--- src/rtl/muxn_arb_pkg.sv ---
// Shared types, default parameters and the round-robin search function for muxn_arb.
// Used by both the RTL and the testbench model.
package muxn_pkg;

  localparam int MUXN_W   = 8;
  localparam int MUXN_N   = 4;
  localparam int RR_MAX_N = 64;

  typedef enum logic {
    OCC_EMPTY = 1'b0,
    OCC_FULL  = 1'b1
  } occ_t;

  // Scans last+1, last+2, ... modulo n; wraps at n, not at a power of two.
  function automatic logic rr_next(input logic [RR_MAX_N-1:0] valid,
                                   input int last, input int n,
                                   output int idx);
    logic found;
    int   c;
    found = 1'b0;
    idx   = 0;
    for (int k = 1; k <= RR_MAX_N; k++) begin
      c = (last + k) % n;
      if ((k <= n) && !found && valid[c]) begin
        found = 1'b1;
        idx   = c;
      end else begin
        found = found;
      end
    end
    return found;
  endfunction

endpackage

--- src/rtl/muxn_arb_rr_pick.sv ---
// Combinational rotate-priority encoder: first valid channel after `last`, modulo N.
// Only instantiated when MUXN_ARB_RR_EN is defined.
module rr_pick
  import muxn_pkg::*;
#(
  parameter  int N    = MUXN_N,
  localparam int SELW = $clog2(N)
) (
  input  logic [N-1:0]    valid,
  input  logic [SELW-1:0] last,
  output logic [SELW-1:0] grant,
  output logic            found
);

  logic [RR_MAX_N-1:0] valid_ext_s;
  int                  idx_s;

  // Widen to the function's fixed width and run the shared search.
  always_comb begin
    valid_ext_s        = '0;
    valid_ext_s[N-1:0] = valid;
    idx_s              = 0;
    found              = rr_next(valid_ext_s, int'(last), N, idx_s);
    grant              = SELW'(idx_s);
  end

endmodule

--- src/rtl/muxn_arb.sv ---
// N-input registered mux with valid/ready on every port and a one-word output register.
// Define MUXN_ARB_RR_EN for round-robin arbitration; otherwise `sel` picks the channel.
module muxn_arb
  import muxn_pkg::*;
#(
  parameter  int W    = MUXN_W,
  parameter  int N    = MUXN_N,
  localparam int SELW = $clog2(N)
) (
  input  logic              clk,
  input  logic              rst_n,
  input  logic [N*W-1:0]    in_data,
  input  logic [N-1:0]      in_valid,
  output logic [N-1:0]      in_ready,
  input  logic [SELW-1:0]   sel,
  output logic [W-1:0]      out_data,
  output logic              out_valid,
  input  logic              out_ready,
  output logic [SELW-1:0]   out_sel
);

  occ_t            state_r;
  occ_t            state_s;
  logic [W-1:0]    data_r;
  logic [SELW-1:0] sel_r;
  logic [SELW-1:0] grant_s;
  logic            grant_ok_s;
  logic            load_ok_s;
  logic            xfer_in_s;
  logic [N-1:0]    in_ready_s;
  logic [W-1:0]    sel_data_s;

`ifdef MUXN_ARB_RR_EN
  logic [SELW-1:0] last_r;
  logic            unused_sel_s;

  assign unused_sel_s = ^sel;

  rr_pick #(.N(N)) u_rr_pick (
    .valid (in_valid),
    .last  (last_r),
    .grant (grant_s),
    .found (grant_ok_s)
  );

  // Arbiter pointer: advances only when a word is actually taken.
  always_ff @(posedge clk or negedge rst_n) begin
    if (!rst_n) begin
      last_r <= SELW'(N - 1);
    end else if (xfer_in_s) begin
      last_r <= grant_s;
    end else begin
      last_r <= last_r;
    end
  end
`else
  localparam logic [SELW:0] N_L = (SELW + 1)'(N);

  assign grant_s    = sel;
  assign grant_ok_s = ({1'b0, sel} < N_L);
`endif

  // Ready decode and data select; rst_n gating keeps in_ready low throughout reset.
  always_comb begin
    load_ok_s  = (state_r == OCC_EMPTY) || out_ready;
    in_ready_s = '0;
    sel_data_s = '0;
    for (int i = 0; i < N; i++) begin
      if (grant_s == SELW'(i)) begin
        in_ready_s[i] = grant_ok_s && load_ok_s && rst_n;
        sel_data_s    = in_data[i*W +: W];
      end else begin
        in_ready_s[i] = 1'b0;
      end
    end
    xfer_in_s = |(in_ready_s & in_valid);
  end

  assign in_ready = in_ready_s;

  // Occupancy next-state: a load always wins, otherwise a drain empties the register.
  always_comb begin
    state_s = state_r;
    case (state_r)
      OCC_EMPTY: begin
        if (xfer_in_s) state_s = OCC_FULL;
        else           state_s = OCC_EMPTY;
      end
      OCC_FULL: begin
        if (xfer_in_s)      state_s = OCC_FULL;
        else if (out_ready) state_s = OCC_EMPTY;
        else                state_s = OCC_FULL;
      end
      default: state_s = OCC_EMPTY;
    endcase
  end

  // Occupancy register.
  always_ff @(posedge clk or negedge rst_n) begin
    if (!rst_n) state_r <= OCC_EMPTY;
    else        state_r <= state_s;
  end

  // Output word and source index; held until the next input transfer.
  always_ff @(posedge clk or negedge rst_n) begin
    if (!rst_n) begin
      data_r <= '0;
      sel_r  <= '0;
    end else if (xfer_in_s) begin
      data_r <= sel_data_s;
      sel_r  <= grant_s;
    end else begin
      data_r <= data_r;
      sel_r  <= sel_r;
    end
  end

  assign out_valid = (state_r == OCC_FULL);
  assign out_data  = data_r;
  assign out_sel   = sel_r;

endmodule

--- config.mk ---
export PLATFORM = sky130hd
export DESIGN_NAME = muxn_arb
export DESIGN_NICKNAME = d
export VERILOG_FILES = /design/src/rtl/muxn_arb_pkg.sv /design/src/rtl/muxn_arb_rr_pick.sv /design/src/rtl/muxn_arb.sv
export SDC_FILE = /design/constraint.sdc
export NUM_CORES = 1
export LEC_CHECK = 0
export CAP_MARGIN = 20
export CORE_MARGIN = 3
export CORE_UTILIZATION = 35
export DETAILED_ROUTE_END_ITERATION = 10
export PLACE_DENSITY_LB_ADDON = 0.08
export SKIP_LAST_GASP = 1
export SYNTH_ARGS = -nofsm -noshare
export SYNTH_HDL_FRONTEND = slang
export SYNTH_HIERARCHICAL = 1
export SYNTH_SLANG_ARGS = --single-unit
--- constraint.sdc ---
create_clock -name clk -period 3.6 [get_ports clk]
set_clock_uncertainty 0.15 [all_clocks]
set_input_delay 0.72 -clock clk [delete_from_list [all_inputs] [get_ports clk]]
set_output_delay 0.72 -clock clk [all_outputs]
set_load 0.05 [all_outputs]
After elaboration in Yosys (flattened, before gate mapping). Index checks and enable logic that the tools add are counted. Widths: inputs -> output; s select.

Register bits after elaboration: 11. Bits in latches: 0. Memory bits (writable): 0. Memory bits (read-only): 0. Logic and storage cells: 24. Memories: 0.

$add $sub $neg: 0. $mul: 0. Div/mod/pow operators: 0. Magnitude comparators: 0. Eq/ne operators: 3. Shifts and indexed selects: 0. Mux-type cells: 12. Bitwise logic cells: 2. Reductions and logical operators: 4.

Operators by type and width (number): $mux 8 (4); $mux 1 (7); $and 4x4->4 (1); $eq 2x2->1 const B (2); $reduce_or 4->1 (1); $eq 2x1->1 const B (1); $logic_not 2->1 (1); $pmux 1 s2 (1); $logic_and 1x1->1 (1); $logic_or 1x1->1 (1); $not 1->1 (1).

Logic depth before layout (Yosys ltp).
Depth after elaboration: 8. Gate-level depth with buffers: 5.

Worst setup path before layout. OpenSTA, ideal clock, no wires.

Path type: input-to-output. Start: input port sel[0]. End: output port in_ready[1]. Arrival: 2091 ps. Required time: 2730 ps. Setup slack: 639 ps. Stages: 4. Path buffers: 2. Path through: buf_6 buf_8 inv_1 nor3_1.

Longest elaborated chain between the ends: 2.

Ends and longest elaborated chain: start, declared (RTL line muxn_arb.sv:15) `input logic [SELW-1:0] sel,`; $eq 2x1->1 (RTL line muxn_arb.sv:69) `if (grant_s == SELW'(i)) begin`; $mux 1 (RTL line muxn_arb.sv:69); end, declared (RTL line muxn_arb.sv:14) `output logic [N-1:0] in_ready,`.

No other way between the ends.

Worst setup path in the final report.
Start: input port sel[1]. End: output port in_ready[2].

Longest elaborated chain between the ends: 2.

Ends and longest elaborated chain (RTL line): $eq 2x2->1 (muxn_arb.sv:69); $mux 1 (muxn_arb.sv:69).

No other way between the ends.

==> metrics.txt <==
Die H 51.6 um; Area after DPL 0.00133 mm^2; Setup-failing EPs final 0; PortBufs 55; status finished, final reports clean; die area 0.00266 mm^2; max-slew violations 0; crit path time final 2.98 ns; Final Hold Viols 0; maximum vdd drop 246 uV; Crit Path Max Fanout 13; CP max-delay cell clkdlybuf4s50_1; Worst-Margin Slew 0.558 ns; Core Box Area 0.00184 mm^2; Post-Syn Area 727 um^2; Longest Clk Path Bufs 2; # DRC 0; Crit path required time 2.73 ns; CP max stage delay 0.82 ns; Cells after DPL 126; Initial Utilization 39.5%; Hold-fix buffers, CTS 0; Leak 0.542 nW; clk sinks 11; syn avg cell area 15.5 um^2; post-synth top area cell dfrtp_1; Syn Nets 88; largest net degree at the start of global routing 15; final WL 1.93 mm; kind of critical path input pin to primary output; layout cells sized above 1 25.7%; Post-Layout Cell Count 130; Synthesis Warnings 6; Peak Freq 0.335 GHz; first-pass GRT wire length 3.17 mm; RSZ-0062 raised after global routing no; P&R area growth vs syn 87.1%; wire per inst 14.9 um; Min Hold Slack 0.356 ns; io pins 56; largest cells by area after synthesis dfrtp_1, mux2_2, mux4_2; vias in the first global route 677; CTS clk-pin slew, worst paths 0.06 ns; Antenna Cells 0; nets 147; total global routing overflow 0; via count 650; H-tree levels 1; top-area cell type share of the netlist area 37.9%; insertion delay to the later sink of the worst-skew pair 0.26 ns; Mapped Cells 47; Worst EP arrival 2.11 ns; Detail Route Antenna Nets 0; Post-CTS Setup Bufs 0; CTS tree built; Num CTS Buffers 3; #FFs+latches synth 11; post-synthesis sequential area ratio 37.9%; Post-Layout Inst Area 0.00136 mm^2; top cells by count, synth dfrtp_1, mux2_2, mux4_2, mux4_1; fin util 73.9%; Die X 51.6 um; max-cap violations 0; 1st-iter DRT viols 13; Post-synth ARST share 100%; PwrDens 418 mW/mm^2; number of gates resized after CTS 0; initial antenna violation count 0; Vias/cell 5.00; DRT Pass-1 Iters 4; gpl congestion 0.741; clock root cell clkbuf_4; EDFF count, synth 0; part of the cycle the worst path needs 82.9%; Synth cell types 16; CP Capture Type primary output; Min-Delay Path Class register to register; Post-DP HPWL 1.61 mm; CP Launch Type input pin; row cnt 15; All-Layer GR Usage 16.4%; Slew HR 62.7%; most common flop cell mapped by yosys dfrtp_1; final setup TNS 0 ns; critical-path cell list clkdlybuf4s50_1 > nand3_1 > nor2_1 > buf_12
kinds of logic (layout without fill, tap and decap cells):
family | after synthesis | after routing | synth area share (%)
muxes | 20 | 20 | 47.0
DFF | 11 | 11 | 37.9
and+or+nand+nor | 10 | 10 | 8.09
buffers and inverters | 4 | 62 | 4.65
AOI/OAI and AO/OA | 2 | 2 | 2.41
worst paths after layout:
| kind | start | to | slack, ns | cells after the start |
|---|---|---|---|---|
| hold reg to reg | out_data[0] | out_data[0] | 0.36 | 1 |
| setup reg to reg | out_valid | out_data[5] | 2.20 | 3 |
| setup / recovery | sel[1] | in_ready[2] | 0.62 | 4 |
| hold / removal | out_data[0] | out_data[0] | 0.36 | 1 |
| max in group asynchronous | rst_n | out_data[0] | 2.41 | 2 |
| min in group asynchronous | rst_n | out_data[1] | 0.72 | 2 |
per-layer routing:
layer	vias to the layer above	wire length [um]	track usage, %
li1	308	-	-
met1	308	747	18.9
met2	32	1030	28.8
met3	2	140	4.30
met4	0	15	6.55
met5	-	0	0
metrics by stage:
step	setup slack (ns)	power, mW
global route	0.456	0.600
detailed placement	0.608	0.492
CTS	0.600	0.575
finish	0.615	0.569
floorplan	0.639	0.360
global placement	0.663	0.487
report_power, final:
group	internal, mW	leakage, nW	switching (mW)
combinational	0.143	0.398	0.172
sequential	0.156	0.128	0.0163
clock	0.0428	0.0150	0.0391
total	0.342	0.542	0.227
registers in the layout (all words and copies together), names as in the netlist:
signal     count
out_data       8
out_valid      1
out_sel        2
worst max-delay path: cells and delay by family:
family / cells / cell delay (ns)
simple gates: 2 / 0.40
buf+inv: 2 / 0.99
placed cells by master, fill, tap and decap left out:
cell type and n:
a31o_2 1, clkbuf_4 3, inv_1 1, nor2_1 2, mux2_2 11, clkdlybuf4s50_1 51
dfrtp_1 11, buf_12 4, mux4_2 5, nand2b_1 1, clkbuf_1 1, mux4_1 4
buf_4 2, nand3_4 1, nor3_1 2, nand2_1 2, a22o_1 1, nand3_1 2
cell type report:
cell class / instances / area [um^2]
clock buffer: 4 / 26.3
fill: 147 / 479
inverter: 1 / 3.75
multi-input combinational: 32 / 418
sequential: 11 / 275
tap: 25 / 31.3
timing repair buffer: 57 / 606
Note: power is estimated with default switching activity, not from simulation.
